==> src/rtl/sha256_pkg.sv <==
// Shared constants, state type and marker helper for the SHA-256 message padder.
package sha256_pkg;

  localparam int WORD_W          = 32;
  localparam int BLOCK_W         = 512;
  localparam int WORDS_PER_BLOCK = 16;
  localparam int LEN_W           = 64;

  localparam logic [7:0] PAD_MARKER = 8'h80;

  typedef enum logic [1:0] {
    FILL  = 2'd0,
    EMIT  = 2'd1,
    EXTRA = 2'd2
  } pad_state_t;

  // Keep the first nb message bytes of a word, place the 0x80 marker right
  // after them and zero everything below.
  function automatic logic [31:0] mark_word(input logic [31:0] w, input logic [1:0] nb);
    logic [31:0] r;
    case (nb)
      2'd0:    r = {PAD_MARKER, 24'h0};
      2'd1:    r = {w[31:24], PAD_MARKER, 16'h0};
      2'd2:    r = {w[31:16], PAD_MARKER, 8'h0};
      default: r = {w[31:8], PAD_MARKER};
    endcase
    return r;
  endfunction

endpackage

==> src/rtl/sha256_padder.sv <==
// SHA-256 message padder: packs 32-bit big-endian words into 512-bit blocks,
// inserts the 0x80 marker, zero fill and 64-bit bit length, and tags the
// first/final block of every message.
module sha256_padder #(
  parameter int BLOCK_W = 512,
  parameter int WORD_W  = 32
) (
  input  logic               clock,
  input  logic               reset,
  input  logic               in_valid,
  output logic               in_ready,
  input  logic [WORD_W-1:0]  in_data,
  input  logic               in_last,
  input  logic [2:0]         in_bytes,
  output logic               blk_valid,
  input  logic               blk_ready,
  output logic [BLOCK_W-1:0] blk_data,
  output logic               blk_first,
  output logic               blk_final
);
  import sha256_pkg::*;

  localparam int NW = BLOCK_W / WORD_W;

  pad_state_t        r_state, w_state_nxt;
  logic              r_rdy;
  logic [WORD_W-1:0] r_buf [NW];
  logic [3:0]        r_widx;
  logic [63:0]       r_len;
  logic [4:0]        r_k;       // word index of the marker (16 = next block)
  logic [1:0]        r_mbyte;   // byte position of the marker inside word r_k
  logic              r_last;    // buffered block ends the message
  logic              r_first;

  logic              w_in_fire, w_blk_fire, w_emit_final, w_msg_done;
  logic [2:0]        w_nbytes;
  logic [63:0]       w_bitlen;
  logic [WORD_W-1:0] w_words [NW];

  assign w_in_fire    = in_valid && r_rdy;
  assign w_blk_fire   = blk_valid && blk_ready;
  assign w_nbytes     = !in_last ? 3'd4 : (in_bytes > 3'd4 ? 3'd4 : in_bytes);
  assign w_emit_final = r_last && (r_k <= 5'd13);
  assign w_msg_done   = w_blk_fire && ((r_state == EMIT && w_emit_final) || r_state == EXTRA);
  assign w_bitlen     = r_len << 3;

  // Next-state decode: a block is pending in EMIT/EXTRA until its handshake.
  always_comb begin
    w_state_nxt = r_state;
    case (r_state)
      FILL:    if (w_in_fire && (in_last || r_widx == 4'd15)) w_state_nxt = EMIT;
      EMIT:    if (w_blk_fire) w_state_nxt = (r_last && !w_emit_final) ? EXTRA : FILL;
      EXTRA:   if (w_blk_fire) w_state_nxt = FILL;
      default: w_state_nxt = FILL;
    endcase
  end

  // Control state, word index, byte counter, marker position and first flag.
  always_ff @(posedge clock) begin
    if (reset) begin
      r_state <= FILL;
      r_rdy   <= 1'b0;
      r_widx  <= '0;
      r_len   <= '0;
      r_k     <= '0;
      r_mbyte <= '0;
      r_last  <= 1'b0;
      r_first <= 1'b1;
    end else begin
      r_state <= w_state_nxt;
      r_rdy   <= (w_state_nxt == FILL);
      if (w_in_fire) begin
        r_widx <= r_widx + 4'd1;
        r_len  <= r_len + 64'(w_nbytes);
        r_last <= in_last;
        if (in_last) begin
          r_k     <= (w_nbytes == 3'd4) ? {1'b0, r_widx} + 5'd1 : {1'b0, r_widx};
          r_mbyte <= (w_nbytes == 3'd4) ? 2'd0 : w_nbytes[1:0];
        end
      end
      if (w_blk_fire) begin
        r_first <= w_msg_done;
        if (w_msg_done) begin
          r_widx <= '0;
          r_len  <= '0;
          r_last <= 1'b0;
        end
      end
    end
  end

  // Word buffer; stale contents are hidden by the output mask, so no reset.
  always_ff @(posedge clock) begin
    if (w_in_fire) r_buf[r_widx] <= in_data;
  end

  // Output mask: data, marker, zero fill and length per block type.
  always_comb begin
    for (int i = 0; i < NW; i++) begin
      w_words[i] = '0;
      if (r_state == EMIT) begin
        if (!r_last || 5'(i) < r_k)  w_words[i] = r_buf[i];
        else if (5'(i) == r_k)       w_words[i] = mark_word(r_buf[i], r_mbyte);
        if (w_emit_final && i == 14) w_words[i] = w_bitlen[63:32];
        if (w_emit_final && i == 15) w_words[i] = w_bitlen[31:0];
      end else if (r_state == EXTRA) begin
        if (i == 0 && r_k == 5'd16) w_words[i] = {PAD_MARKER, 24'h0};
        if (i == 14)                w_words[i] = w_bitlen[63:32];
        if (i == 15)                w_words[i] = w_bitlen[31:0];
      end
    end
  end

  // Word 0 occupies the top of the block.
  always_comb begin
    blk_data = '0;
    for (int i = 0; i < NW; i++) blk_data[BLOCK_W-1-WORD_W*i -: WORD_W] = w_words[i];
  end

  assign in_ready  = r_rdy;
  assign blk_valid = (r_state != FILL);
  assign blk_first = r_first;
  assign blk_final = (r_state == EXTRA) || (r_state == EMIT && w_emit_final);

endmodule

==> config.mk <==
export PLATFORM = sky130hd
export DESIGN_NAME = sha256_padder
export DESIGN_NICKNAME = d
export VERILOG_FILES = /design/src/rtl/sha256_pkg.sv /design/src/rtl/sha256_padder.sv
export SDC_FILE = /design/constraint.sdc
export NUM_CORES = 1
export LEC_CHECK = 0
export BUFFER_PORTS_ARGS = -buffer_cell sky130_fd_sc_hd__buf_2
export CELL_PAD_IN_SITES_DETAIL_PLACEMENT = 0
export CELL_PAD_IN_SITES_GLOBAL_PLACEMENT = 1
export CORE_ASPECT_RATIO = 2
export CORE_MARGIN = 1
export CORE_UTILIZATION = 46
export CTS_CLUSTER_SIZE = 25
export DETAILED_ROUTE_END_ITERATION = 10
export GPL_TIMING_DRIVEN = 0
export PLACE_DENSITY_LB_ADDON = 0.3
export RECOVER_POWER = 100
export REMOVE_ABC_BUFFERS = 1
export SYNTH_ARGS = -nofsm -noshare
export SYNTH_HDL_FRONTEND = slang
export SYNTH_SLANG_ARGS = --single-unit
==> constraint.sdc <==
create_clock -name clock -period 4.4 [get_ports clock]
set_input_delay 0.44 -clock clock [delete_from_list [all_inputs] [get_ports clock]]
set_output_delay 0.44 -clock clock [all_outputs]
set_load 0.05 [all_outputs]
==> flow_summary_export.csv <==
group,metric,value,unit
global_routing,grt_max_degree,50,
route,dr_total_vias,16400,
place,dp.cells,2849,
setup_path,crit_path_max_fanout,17,
timing,setup_viol,0,
place,place_area,27000,um2
clocking,clk_latency,0.59,ns
place,post-place-ws,0.150,ns
timing,fmax,235,MHz
floorplanning,core_region_area,50200,um2
layout,area.growth.synth_to_final,20.1,%
route,wirelength,80200,um
synth,syn-instance-count,1694,
floorplanning,fp.dieH,322,um
synth,synth_top_area_share,0.655,
global_routing,antenna_found_initial,0,
setup_path,crit_path_start_kind,"register",
timing,min_period,4.26,ns
setup_path,cp_top_family,"simple AND/OR/NAND/NOR gates",
floorplanning,die_w,162,um
clocking,cts-htree-levels,2,
place,gp_routability_congestion,0.881,
synth,synth_top_area_cell,"edfxtp_1",
synth,yosys-top-cells-area,"edfxtp_1 (65%), and2_1 (9.2%), dfxtp_1 (6.6%)",
clocking,postCtsSetupBuffers,0,
power,power.density,419,nW/um2
global_routing,grt_pass1_vias,16500,
route,drt_pass1_iterations,5,
layout,nets,2303,
global_routing,overflow,0,
setup_path,cp_data_arrival_time,3.82,ns
clocking,clk_path_buf_depth,3,
place,io_buffers,555,
global_routing,grt_pass1_wl,112000,um
route,drc_errors,0,
power,seqPwrFrac,0.518,
setup_path,critPathKind,"register to output pin",
timing,maxSlewHeadroom,-0.750,
flow_run,drv_cap,15,
floorplanning,dieArea,52000,um2
worst_hold_path,hold_class,"primary input to register",
synth,synth_seq_cells,589,
power,leakagePower,10.1,nW
global_routing,grtUsageTotal,0.304,
outcome,violations,"max-capacitance violations, max-slew violations",
route,wl_per_cell,27.3,um
timing,rsz0062_at_grt,"no",
power,swShare,0.255,
timing,period_share,0.968,
power,clkPwrFrac,0.391,
clocking,cts.sinks,589,
synth,synth_edf_count,512,
timing,skew,0.0161,ns
timing,drv_slew,491,
place,dp_hpwl,58000,um
setup_path,crit_required,3.96,ns
synth,seq_area_frac_synth,0.720,
layout,fin_area,28200,um2
timing,fin_ws,0.139,ns
layout,drive_gt1_frac,0.143,
clocking,cts_tree,"yes",
power,internal_power,8.81,mW
outcome,status,"complete, but fails checks",
synth,synthArstFlopShare,0,
route,ant_nets,0,
route,avgViaCountPerCell,5.58,
timing,tightestPinTransition,2.62,ns
setup_path,crit_chain,"nor4b_2, nand2b_2, nor3_1, nor2_1, and2_1, clkbuf_2",
synth,synth.avg_cell_area,13.9,um2
timing,final_hold_viol_count,0,
floorplanning,io_pins,556,
synth,synth_area,23500,um2
route,drt_iter0_drc,1213,
power,p_comb_frac,0.091,
clocking,cts.reportedPaths.clkPinSlew,0.07,ns
synth,ys_types,53,
setup_path,slowest_delay,0.81,ns
setup_path,slowest_stage,"nor4b_2",
layout,stdcell_count,2943,
setup_path,critPathCaptureType,"output pin",
clocking,cts_buffers,52,
synth,ys_warn_count,0,
synth,synth_ff_type,"edfxtp_1",
power,ir_worst_vdd,0.000486,V
setup_path,crit_buf_inv,1,
power,p_sw,3.01,mW
timing,fin_setup_tns,0,ns
floorplanning,core.rowCount,116,
clocking,cts_root_buf,"clkbuf_16",
power,totalPowerFinal,11.8,mW
floorplanning,initial_utilization,0.468,
-- cells in the mapped netlist, types with 5 or more instances --
| library cell | n |
|---|---|
| xor2_1 | 26 |
| inv_1 | 16 |
| a22o_1 | 53 |
| and3_1 | 79 |
| nor2b_1 | 7 |
| nor3_1 | 28 |
| o21ai_0 | 28 |
| o31ai_1 | 14 |
| edfxtp_1 | 512 |
| buf_2 | 5 |
| or2_2 | 5 |
| xnor2_1 | 9 |
| and2_1 | 346 |
| ha_1 | 7 |
| nand4_1 | 27 |
| a21oi_1 | 72 |
| or4_1 | 8 |
| nand2b_1 | 5 |
| clkbuf_1 | 46 |
| nand2_1 | 70 |
| nor4_1 | 8 |
| dfxtp_1 | 77 |
| or3_1 | 18 |
| a211oi_1 | 12 |
| nand3_1 | 18 |
| o21a_1 | 33 |
| nor2_1 | 124 |
-- per-stage QoR --
stage / utilization / hold slack [ns]
6_report: 0.562 / 0.179
5_1_grt: 0.562 / 0.164
4_1_cts: 0.572 / 0.144
3_5_place_dp: 0.538 / 0.445
3_3_place_gp: 0.534 / 0.435
2_1_floorplan: - / 0.454
-- routing by layer --
layer	wire length, um	track usage	vias to the layer above
met5	0	0	-
met4	3760	0.126	0
met3	6240	0.0766	177
met2	44200	0.587	689
met1	26000	0.303	8236
li1	-	-	7323
-- worst reg2reg max path, cell delays in order, from the launching register on --
cell      delay [ns]
dfxtp_1         0.44
nand2_1         0.27
nor3b_1         0.44
and2_0          0.54
clkbuf_1        1.52
-- power groups by stage --
stage / combinational, mW / sequential [mW] / clock [mW]
finish: 1.08 / 6.12 / 4.62
global route: 1.12 / 6.12 / 4.84
CTS: 1.11 / 6.12 / 4.66
detailed placement: 1.11 / 6.24 / 0
global placement: 1.10 / 6.24 / 0
floorplan: 0.690 / 6.24 / 0
-- registers in the layout (all words and copies together), names as in the netlist --
signal / count
in_ready: 1
r_widx: 4
r_k: 5
r_last: 1
r_mbyte: 2
r_state: 2
blk_first: 1
r_buf: 512
r_len: 61
-- what timing repair did --
item | CTS | global route
setup endpoints to repair | 76 | 37
resized for setup | 5 | 4
hold endpoints to repair | 0 | 0
cloned | 0 | 1
hold buffers | 0 | 0
-- path summary, 6_finish.rpt --
| path | startpoint | end | slack (ns) | cells past startpoint |
|---|---|---|---|---|
| worst max-delay path | r_k[2] | blk_data[493] | 0.14 | 6 |
| worst min-delay path | reset | r_state[1] | 0.18 | 2 |
| worst max register to register | in_ready | r_buf[11][29] | 0.74 | 4 |
| worst min register to register | blk_first | blk_first | 0.45 | 2 |
-- cell type report --
type | count | area [um2]
Inverter | 16 | 60.1
Clock inverter | 28 | 299
Multi-Input combinational cell | 1033 | 6290
Antenna cell | 1 | 2.50
Timing Repair Buffer | 563 | 2450
Tap cell | 649 | 812
Fill cell | 4421 | 22000
Clock buffer | 64 | 1390
Sequential cell | 589 | 16900
-- logic make-up (layout without fill, tap and decap cells) --
logic type,count (synthesis),after routing,share of synthesized area
compound gates,225,225,0.0645
buf+inv,73,671,0.0132
simple gates,763,764,0.184
mux,1,1,0.000426
fa+ha+maj,8,8,0.00458
xor+xnor,35,35,0.0131
other cells,0,1,0
flops,589,589,0.720
-- placed cells by master (no fill, tap or decap), drive strengths merged, types with 33 or more instances in the layout --
master / n
a21oi: 73
a22o: 54
and2: 346
and3: 80
buf: 115
clkbuf: 512
dfxtp: 77
edfxtp: 512
nand2: 70
nor2: 124
o21a: 33
No activity file was read; power rests on OpenSTA's default activity.
